--- config.mk ---
export PLATFORM = sky130hd
export DESIGN_NAME = pdm_demod
export DESIGN_NICKNAME = d
export VERILOG_FILES = /design/src/rtl/pdm_demod_pkg.sv /design/src/rtl/pdm_cic_decim.sv /design/src/rtl/pdm_demod.sv
export SDC_FILE = /design/constraint.sdc
export NUM_CORES = 1
export LEC_CHECK = 0
export ABC_AREA = 1
export CORE_ASPECT_RATIO = 1.4
export CORE_UTILIZATION = 45
export CTS_CLUSTER_DIAMETER = 30
export DETAILED_ROUTE_END_ITERATION = 7
export PLACE_DENSITY = 0.6
export SETUP_SLACK_MARGIN = 0.02
export SYNTH_ARGS = -nofsm -noshare
export SYNTH_HDL_FRONTEND = slang
export SYNTH_SLANG_ARGS = --single-unit
--- constraint.sdc ---
create_clock -name i_clk -period 7 [get_ports i_clk]
set_clock_uncertainty 0.15 [all_clocks]
set_input_delay 0.7 -clock i_clk [delete_from_list [all_inputs] [get_ports i_clk]]
set_output_delay 0.7 -clock i_clk [all_outputs]
set_load 0.01 [all_outputs]
--- src/rtl/pdm_demod_pkg.sv ---
// rtl/pdm_demod_pkg.sv - shared constants, state encoding and log2 helper for the PDM receiver
package pdm_demod_pkg;

    localparam int CIC_ORDER = 3;

    typedef enum logic [1:0] {
        ST_IDLE   = 2'd0,
        ST_WARMUP = 2'd1,
        ST_RUN    = 2'd2
    } pdm_demod_state_t;

    function automatic int log2_ceil(input int value);
        int result;
        result = 0;
        for (int i = 0; i < 31; i++) begin
            if ((1 << i) < value) result = i + 1;
        end
        return result;
    endfunction

endpackage

--- src/rtl/pdm_cic_decim.sv ---
// rtl/pdm_cic_decim.sv - 3-stage CIC decimator: integrators, decimation counter, combs, scale and clamp
module pdm_cic_decim
    import pdm_demod_pkg::*;
#(
    parameter int NBITS = 10,
    parameter int DECIM = 64
) (
    input  logic             i_clk,
    input  logic             i_rst,
    input  logic             i_clr,
    input  logic             i_tick,
    input  logic             i_bit,
    output logic [NBITS-1:0] o_result,
    output logic             o_result_valid
);

    localparam int LOG2D = log2_ceil(DECIM);
    localparam int W     = CIC_ORDER * LOG2D + 1;
    localparam int SHIFT = W - 1 - NBITS;
    localparam int SHR   = (SHIFT > 0) ? SHIFT : 0;
    localparam int SHL   = (SHIFT < 0) ? -SHIFT : 0;
    localparam int WW    = W + NBITS;
    localparam logic [WW-1:0] MAXV = WW'((1 << NBITS) - 1);

    logic [W-1:0]     r_integ    [CIC_ORDER];
    logic [W-1:0]     r_comb_dly [CIC_ORDER];
    logic [LOG2D-1:0] r_dec;
    logic [NBITS-1:0] r_result;
    logic             r_result_valid;

    logic [W-1:0]     w_integ_next [CIC_ORDER];
    logic [W-1:0]     w_comb       [CIC_ORDER];
    logic [WW-1:0]    w_wide;
    logic [NBITS-1:0] w_scaled;

    // Integrators chain without pipeline delay so each tick is a textbook cascade update.
    always_comb begin
        w_integ_next[0] = r_integ[0] + W'(i_bit);
        for (int k = 1; k < CIC_ORDER; k++) begin
            w_integ_next[k] = r_integ[k] + w_integ_next[k-1];
        end
        w_comb[0] = w_integ_next[CIC_ORDER-1] - r_comb_dly[0];
        for (int k = 1; k < CIC_ORDER; k++) begin
            w_comb[k] = w_comb[k-1] - r_comb_dly[k];
        end
        w_wide   = (WW'(w_comb[CIC_ORDER-1]) << SHL) >> SHR;
        w_scaled = (w_wide > MAXV) ? '1 : w_wide[NBITS-1:0];
    end

    always_ff @(posedge i_clk or posedge i_rst) begin
        if (i_rst) begin
            for (int k = 0; k < CIC_ORDER; k++) begin
                r_integ[k]    <= '0;
                r_comb_dly[k] <= '0;
            end
            r_dec          <= '0;
            r_result       <= '0;
            r_result_valid <= 1'b0;
        end else if (i_clr) begin
            for (int k = 0; k < CIC_ORDER; k++) begin
                r_integ[k]    <= '0;
                r_comb_dly[k] <= '0;
            end
            r_dec          <= '0;
            r_result_valid <= 1'b0;
        end else begin
            r_result_valid <= 1'b0;
            if (i_tick) begin
                for (int k = 0; k < CIC_ORDER; k++) begin
                    r_integ[k] <= w_integ_next[k];
                end
                if (r_dec == LOG2D'(DECIM - 1)) begin
                    r_dec         <= '0;
                    r_comb_dly[0] <= w_integ_next[CIC_ORDER-1];
                    for (int k = 1; k < CIC_ORDER; k++) begin
                        r_comb_dly[k] <= w_comb[k-1];
                    end
                    r_result       <= w_scaled;
                    r_result_valid <= 1'b1;
                end else begin
                    r_dec <= r_dec + 1'b1;
                end
            end
        end
    end

    assign o_result       = r_result;
    assign o_result_valid = r_result_valid;

endmodule

--- src/rtl/pdm_demod.sv ---
// rtl/pdm_demod.sv - PDM mic receiver: m_clk divider, input sync, warmup FSM, CIC decimation to PCM
// Optional peak tracker enabled by defining PDM_DEMOD_PEAK_EN.
module pdm_demod
    import pdm_demod_pkg::*;
#(
    parameter int NBITS   = 10,
    parameter int CLK_DIV = 40,
    parameter int DECIM   = 64
) (
    input  logic             i_clk,
    input  logic             i_rst,
    input  logic             i_en,
    input  logic             i_m_data,
`ifdef PDM_DEMOD_PEAK_EN
    input  logic             i_peak_clr,
    output logic [NBITS-1:0] o_peak,
`endif
    output logic             o_m_clk,
    output logic             o_m_lrsel,
    output logic [NBITS-1:0] o_out,
    output logic             o_out_valid
);

    localparam int DIV_W = log2_ceil(CLK_DIV);
    localparam int HALF  = CLK_DIV / 2;

    pdm_demod_state_t r_state;
    logic [DIV_W-1:0] r_div;
    logic             r_m_clk;
    logic [1:0]       r_sync;
    logic [1:0]       r_discard;
    logic [NBITS-1:0] r_out;
    logic             r_out_valid;

    logic [DIV_W-1:0] w_div_next;
    logic             w_tick;
    logic             w_clr;
    logic [NBITS-1:0] w_result;
    logic             w_result_valid;

    assign w_div_next = (r_div == DIV_W'(CLK_DIV - 1)) ? '0 : r_div + 1'b1;
    // Last high cycle of m_clk: data has been stable for half a period when it is captured.
    assign w_tick     = (r_state != ST_IDLE) && (r_div == DIV_W'(HALF - 1));
    assign w_clr      = (r_state == ST_IDLE) || !i_en;

    pdm_cic_decim #(
        .NBITS (NBITS),
        .DECIM (DECIM)
    ) u_cic (
        .i_clk          (i_clk),
        .i_rst          (i_rst),
        .i_clr          (w_clr),
        .i_tick         (w_tick),
        .i_bit          (r_sync[1]),
        .o_result       (w_result),
        .o_result_valid (w_result_valid)
    );

    always_ff @(posedge i_clk or posedge i_rst) begin
        if (i_rst) begin
            r_state     <= ST_WARMUP;
            r_div       <= '0;
            r_m_clk     <= 1'b0;
            r_sync      <= '0;
            r_discard   <= '0;
            r_out       <= '0;
            r_out_valid <= 1'b0;
        end else begin
            r_sync      <= {r_sync[0], i_m_data};
            r_out_valid <= 1'b0;
            if (!i_en) begin
                r_state   <= ST_IDLE;
                r_div     <= '0;
                r_m_clk   <= 1'b0;
                r_discard <= '0;
            end else begin
                if (r_state != ST_IDLE) begin
                    r_div   <= w_div_next;
                    r_m_clk <= (w_div_next < DIV_W'(HALF));
                end
                case (r_state)
                    ST_IDLE: begin
                        r_state <= ST_WARMUP;
                        r_div   <= '0;
                        r_m_clk <= 1'b1;
                    end
                    ST_WARMUP: begin
                        if (w_result_valid) begin
                            if (r_discard == 2'd2) r_state <= ST_RUN;
                            else                   r_discard <= r_discard + 2'd1;
                        end
                    end
                    ST_RUN: begin
                        if (w_result_valid) begin
                            r_out       <= w_result;
                            r_out_valid <= 1'b1;
                        end
                    end
                    default: r_state <= ST_IDLE;
                endcase
            end
        end
    end

`ifdef PDM_DEMOD_PEAK_EN
    logic [NBITS-1:0] r_peak;

    always_ff @(posedge i_clk or posedge i_rst) begin
        if (i_rst) begin
            r_peak <= '0;
        end else if (i_peak_clr) begin
            r_peak <= r_out_valid ? r_out : '0;
        end else if (r_out_valid && (r_out > r_peak)) begin
            r_peak <= r_out;
        end
    end

    assign o_peak = r_peak;
`endif

    assign o_m_clk     = r_m_clk;
    assign o_m_lrsel   = 1'b0;
    assign o_out       = r_out;
    assign o_out_valid = r_out_valid;

endmodule

==> metrics, run 1 <==
max cap viols 0; CP max stage delay between 0.4 and 0.5 ns; Finished Cell Area 14,900 um2; failing checks setup timing; hold slack 0.209 ns; Finished Core Util roughly 64%; Critical R2R Capture u_cic.o_result[6]; slowest cell on the critical path dfrtp_1; post-route insts no fill slightly below 2,000; RR Startpoint u_cic.r_integ[38]; Worst Path Required 7.20 ns; fin. max-slew vios 0; CTS H-tree depth 4; initial antenna violation count 0; I/O pin cnt 17; reg2reg setup slack -0.60 ns; Synth cell types 50; area delta synth->final 40.0%; Overall Power between 1.5 and 2 mW; Worst Path Arrival just under 8 ns; vias in the first global route 10,198; sequential power share 48.0%; CTS tree done; fmax approximately 130 MHz; worst-margin pin slew 1.13 ns; Die ar. 24,300 um2; mean post-synth cell area 8.06 um2; Core ar. ~23,000 um2; n_diodes 0; peak supply drop around 0.18 mV; Die Height 184 um; DR WL/cell 14.5 um; DRT Wirelength 28,200 um; CTS Sinks approximately 160; status finished with violations; Reg2Reg Depth 50; Tcrit/Tclk final 109%; YS warnings 0; total CTS buffers 17; Seq cells post-synth 155; final hold vios 0; PortBufs 15; post-route minimum period 7.60 ns; most common cell after layout, fill and taps aside buf_4; dominant synthesized flop cell dfrtp_1; Crit Path Class register to register; PD cells ~130 nW/um2; Post-synth EDFFs 0; Post-Place Worst Slack -1.13 ns; Via density 5.06; Syn Inst Count 1,322; DR iter-0 viols 379; WHS Endpoint r_sync[1]; Placed Cells around 1,900; sequential share of the synthesized area between 30% and 40%; Sw Ratio 26.2%; hpwl dp 19,300 um; area of the mapped netlist 10,600 um2; Worst setup EP type register; final worst setup slack -0.597 ns; commonest non-fill, non-tap cells in the layout buf_4, inv_1, nand2_1; RSZ-0062 raised after global routing yes; hold_buf cts 0; Final nets 1,737; ys async rst share 100%; final setup vio count 10; clock share of power 49.5%; Row Count 66; syn_nets between 1,000 and 1,500; Clock Path Buffers 2; first-pass GRT wire length 46,900 um; Hold Startpoint r_sync[0]; crit-path max FO 5; Net Sw Power 490 uW; Worst-path clk slew 0.07 ns; Internal 1.38 mW; drt drc 0; Clock Latency Late Sink between 0.4 and 0.5 ns; die width 132 um; Max-slew headroom 24.5%; CP Launch Type register; combinational share of power between 2 and 3%; share of layout cells above drive strength 1 31.3%; Hold Crit Depth 0; Placed Area about 13,000 um2; pin count of the biggest net entering global routing 99; via count between 9,000 and 10,000; Leakage 7.84 nW; First-pass DRT Iterations 5; total track usage 24.1%; Sum Neg Setup Slack -5.82 ns; Hold WC Path Type register to register; ANT nets after route 0; CTS root buf clkbuf_16; Starting Density 45.9%; Final Wtd Congestion around 0.85; Congestion Overflow GR 0
power groups by stage:
stage / Clock, mW / Combinational, mW / Sequential [mW]
floorplan: 0 / 0.0302 / 0.915
global placement: 0 / 0.0483 / 0.915
detailed placement: 0 / 0.0482 / 0.915
CTS: 0.942 / 0.0485 / 0.898
global route: 0.978 / 0.0534 / 0.898
finish: 0.926 / 0.0470 / 0.898
sequential cells by signal, indices dropped and copies added, names as in the netlist:
signal and flops:
o_m_clk 1, o_out 10, o_out_valid 1, r_discard 2
r_div 6, r_state 2, r_sync 2, u_cic.o_result 10
u_cic.o_result_valid 1, u_cic.r_comb_dly 57, u_cic.r_dec 6, u_cic.r_integ 57
cell type report:
class / instances / area (um2)
fillers: 1948 / 8290
multi-input cells: 904 / 6760
flip-flops and latches: 155 / 3880
repair buffers: 311 / 2410
inverters: 238 / 898
clock buffers: 18 / 429
well taps: 306 / 383
clock inverters: 14 / 149
worst max-delay path by stage:
stage,from,end,slack [ns],cells after the start
after floorplan,u_cic.r_integ[38],u_cic.o_result[6],-0.45,51
after global placement,u_cic.r_integ[38],u_cic.o_result[6],-1.05,50
after detailed placement,u_cic.r_integ[38],u_cic.o_result[6],-1.13,50
after CTS,u_cic.r_integ[38],u_cic.o_result[6],-0.47,51
after global routing,u_cic.r_integ[38],u_cic.o_result[6],-1.12,50
final,u_cic.r_integ[38],u_cic.o_result[6],-0.60,50
routing by layer:
layer / routed length [um] / GRT usage, % / vias to the layer above
met5: 0 / 0 / -
met4: 1020 / 11.0 / 0
met3: 518 / 3.45 / 59
met2: 15100 / 45.6 / 97
met1: 11600 / 26.4 / 4730
li1: - / - / 4957
timing repair:
item,in CTS,in global routing
setup buffers,43,12
resized for setup,114,59
pin swaps,82,58
cloned,2,0
endpoints found under the setup margin,12,13
critical path, delay by kind of cell, from the launching register on:
kind / cells / cell delay, ns
xor gates and xnor gates: 6 / 1.13
buffers and inverters: 10 / 0.83
and+or+nand+nor: 16 / 1.43
AOI/OAI and AO/OA: 11 / 1.69
DFF: 1 / 0.41
adders and majority gates: 7 / 1.87
cell usage after synthesis, types with 3 or more instances:
master | n | area (um2)
inv_1 | 233 | 875
ha_1 | 102 | 1280
inv_2 | 3 | 11.3
a21oi_1 | 98 | 490
o21ai_1 | 11 | 55.1
xnor2_1 | 21 | 184
o31ai_1 | 4 | 30.0
nor2_1 | 63 | 236
or2_2 | 5 | 31.3
a31oi_1 | 3 | 18.8
a22o_1 | 18 | 158
nand3_1 | 45 | 225
nand2_1 | 235 | 882
xor2_1 | 65 | 569
a32o_1 | 3 | 30.0
clkbuf_1 | 19 | 71.3
a21o_1 | 9 | 67.6
o21ai_0 | 84 | 420
nor4_1 | 4 | 25.0
o21bai_1 | 10 | 75.1
buf_1 | 7 | 26.3
nand3_4 | 3 | 52.6
dfrtp_1 | 154 | 3850
a21boi_1 | 3 | 22.5
nor3_1 | 14 | 70.1
o211ai_1 | 3 | 22.5
nand3_2 | 16 | 160
o22ai_1 | 43 | 269
o2111ai_1 | 3 | 26.3
fa_1 | 4 | 80.1
nand4_1 | 8 | 50.1
nand2_2 | 7 | 43.8
cell families after synthesis:
kind of cell | Yosys count | synth area share, %
AO/OA/AOI/OAI | 300 | 16.8
XOR/XNOR | 86 | 7.07
adder cells (fa/ha/maj) | 106 | 12.7
buffers and inverters | 265 | 9.38
flip-flops | 155 | 36.4
other | 1 | 0.0352
AND/OR/NAND/NOR | 409 | 17.5
Power figures use the tool's default switching activity.
==> run 2, diff against run 1 <==
- CORE_MARGIN: not set -> 2
- CTS_BUF_LIST: not set -> sky130_fd_sc_hd__clkbuf_2
- MAX_ROUTING_LAYER: not set -> met4
==> metrics, run 2 (same netlist as run 1, synthesis figures left out) <==
Worst setup EP type register (unchanged); commonest non-fill, non-tap cells in the layout buf_4, inv_1, nand2_1 (unchanged); Clock Latency Late Sink 0.78 ns (was 0.44 ns); area delta synth->final 32.9% (was 40.0%); Worst Path Arrival 8.11 ns (was 7.80 ns); Critical R2R Capture u_cic.o_result[4] (was u_cic.o_result[6]); Final Wtd Congestion 0.851 (was 0.846); die width 134 um (was 132 um); Crit path top cell by count nand2_1; RSZ-0062 raised after global routing yes (unchanged); ANT nets after route 0 (unchanged); share of layout cells above drive strength 1 28.8% (was 31.3%); failing checks setup timing (unchanged); worst-margin pin slew 1.13 ns (about the same); Reg2Reg Depth 51 (was 50); CTS tree done (unchanged); Starting Density 45.9% (unchanged); CTS H-tree depth 4 (unchanged); post-route minimum period 7.56 ns (was 7.60 ns); final setup vio count 10 (unchanged); pin count of the biggest net entering global routing 103 (was 99); Post-Place Worst Slack -1.17 ns (was -1.13 ns); RR Startpoint u_cic.r_integ[38] (unchanged); First-pass DRT Iterations 5 (unchanged); vias in the first global route 9,994 (was 10,198); reg2reg setup slack -0.56 ns (was -0.60 ns); Max-slew headroom 24.3% (was 24.5%); total track usage 23.4% (was 24.1%); most common cell after layout, fill and taps aside buf_4 (unchanged); Crit Path Class register to register (unchanged); DR iter-0 viols 363 (was 379); total CTS buffers 17 (unchanged); initial antenna violation count 1 (was 0); Tcrit/Tclk final 108% (was 109%); CTS root buf clkbuf_2 (was clkbuf_16); DRT Wirelength 27,100 um (was 28,200 um); CTS Sinks 155 (unchanged); via count 9,637 (was 9,843); CP Launch Type register (unchanged); crit path launch u_cic.r_integ[38] (unchanged); Worst Path Required 7.55 ns (was 7.20 ns); Die ar. 24,900 um2 (was 24,300 um2); PortBufs 15 (unchanged); CP max stage delay 0.45 ns (was 0.41 ns); Congestion Overflow GR 0 (unchanged); Die Height 186 um (was 184 um); Worst-path clk slew 0.24 ns (was 0.07 ns); max cap viols 0 (unchanged); hold_buf cts 0 (unchanged); Critical Path End u_cic.o_result[4] (was u_cic.o_result[6]); Largest regs u_cic.r_comb_dly (57), u_cic.r_integ (57) (unchanged); final hold vios 0 (unchanged); drt drc 0 (unchanged); final worst setup slack -0.559 ns (was -0.597 ns); Via density 5.01 (was 5.06); crit-path max FO 5 (unchanged); Final nets 1,715 (was 1,737); Clock Path Buffers 2 (unchanged); fin. max-slew vios 0 (unchanged); slowest cell on the critical path dfrtp_1 (unchanged); PD cells 103 nW/um2 (was 125 nW/um2); first-pass GRT wire length 45,900 um (was 46,900 um); peak supply drop 0.0765 mV (was 0.184 mV); I/O pin cnt 17 (unchanged); fmax 132 MHz (about the same); Core ar. 23,200 um2 (unchanged); hpwl dp 19,400 um (was 19,300 um); Leakage 7.51 nW (was 7.84 nW); status finished with violations (unchanged); hold slack 0.212 ns (was 0.209 ns); Hold WC Path Type input port to register (was register to register); DR WL/cell 14.1 um (was 14.5 um); Row Count 66 (unchanged)
[run 2: changes by cell type in the layout (fill, tap and decap cells not counted), sizes merged]
cell and delta:
buf -22, clkinvlp +3, inv -5, clkbuf -1, diode +1, clkinv +1, bufinv +1
[run 2: critical path, delay by kind of cell (launching register included)]
family | cells | cell delay, ns
compound gates | 10 | 1.47
xor+xnor | 6 | 1.01
fa+ha+maj | 7 | 1.92
buf+inv | 8 | 0.69
flops | 1 | 0.45
simple gates | 20 | 1.76
[run 2: what timing repair did]
item	4_1_cts	5_1_grt
resized for setup	79	48
buffers inserted	28	8
gates cloned	2	0
pin swaps	73	38
endpoints found under the setup margin	12	13
[run 2: layer usage]
metal / GRT usage, % / up-vias / routed length [um]
met1: 25.8 / 4609 / 11400
met4: 7.12 / 0 / 542
met2: 43.6 / 76 / 14700
met3: 3.24 / 37 / 416
met5: - / - / 0
li1: - / 4915 / -
[run 2: how the worst min path moves through the flow]
stage	from	end	slack, ns	cells after the start
6_report	i_m_data	r_sync[0]	0.21	1
2_1_floorplan	r_sync[0]	r_sync[1]	0.18	0
3_5_place_dp	r_sync[0]	r_sync[1]	0.19	0
4_1_cts	i_m_data	r_sync[0]	0.14	1
3_3_place_gp	r_sync[0]	r_sync[1]	0.20	0
5_1_grt	i_m_data	r_sync[0]	0.11	1
[run 2: area by class of cell]
type                    count  area, um2
fillers                  2055       9050
clock inverters            14        139
clock buffers              17       85.1
flip-flops and latches    155       3880
multi-input cells         904       6520
repair buffers            289       2240
diodes                      1       2.50
inverters                 238        901
well taps                 306        383
[run 2: power breakdown]
part,switching [mW],total (mW),internal [mW]
clock network,0.371,0.506,0.135
logic,0.0398,0.0469,0.00709
registers,0.00103,0.901,0.900
total,0.411,1.45,1.04
[run 2: stage by stage]
stage	power, mW	instance area [um2]	util [%]	setup TNS (ns)	instances
CTS	1.47	13800	59.5	-5.70	1915
global placement	0.964	12900	55.8	-10.94	1854
global route	1.51	14200	61.0	-11.47	1924
finish	1.45	14200	61.0	-5.44	1924
detailed placement	0.964	12900	55.8	-11.64	1854
floorplan	0.946	10700	-	-4.46	1322
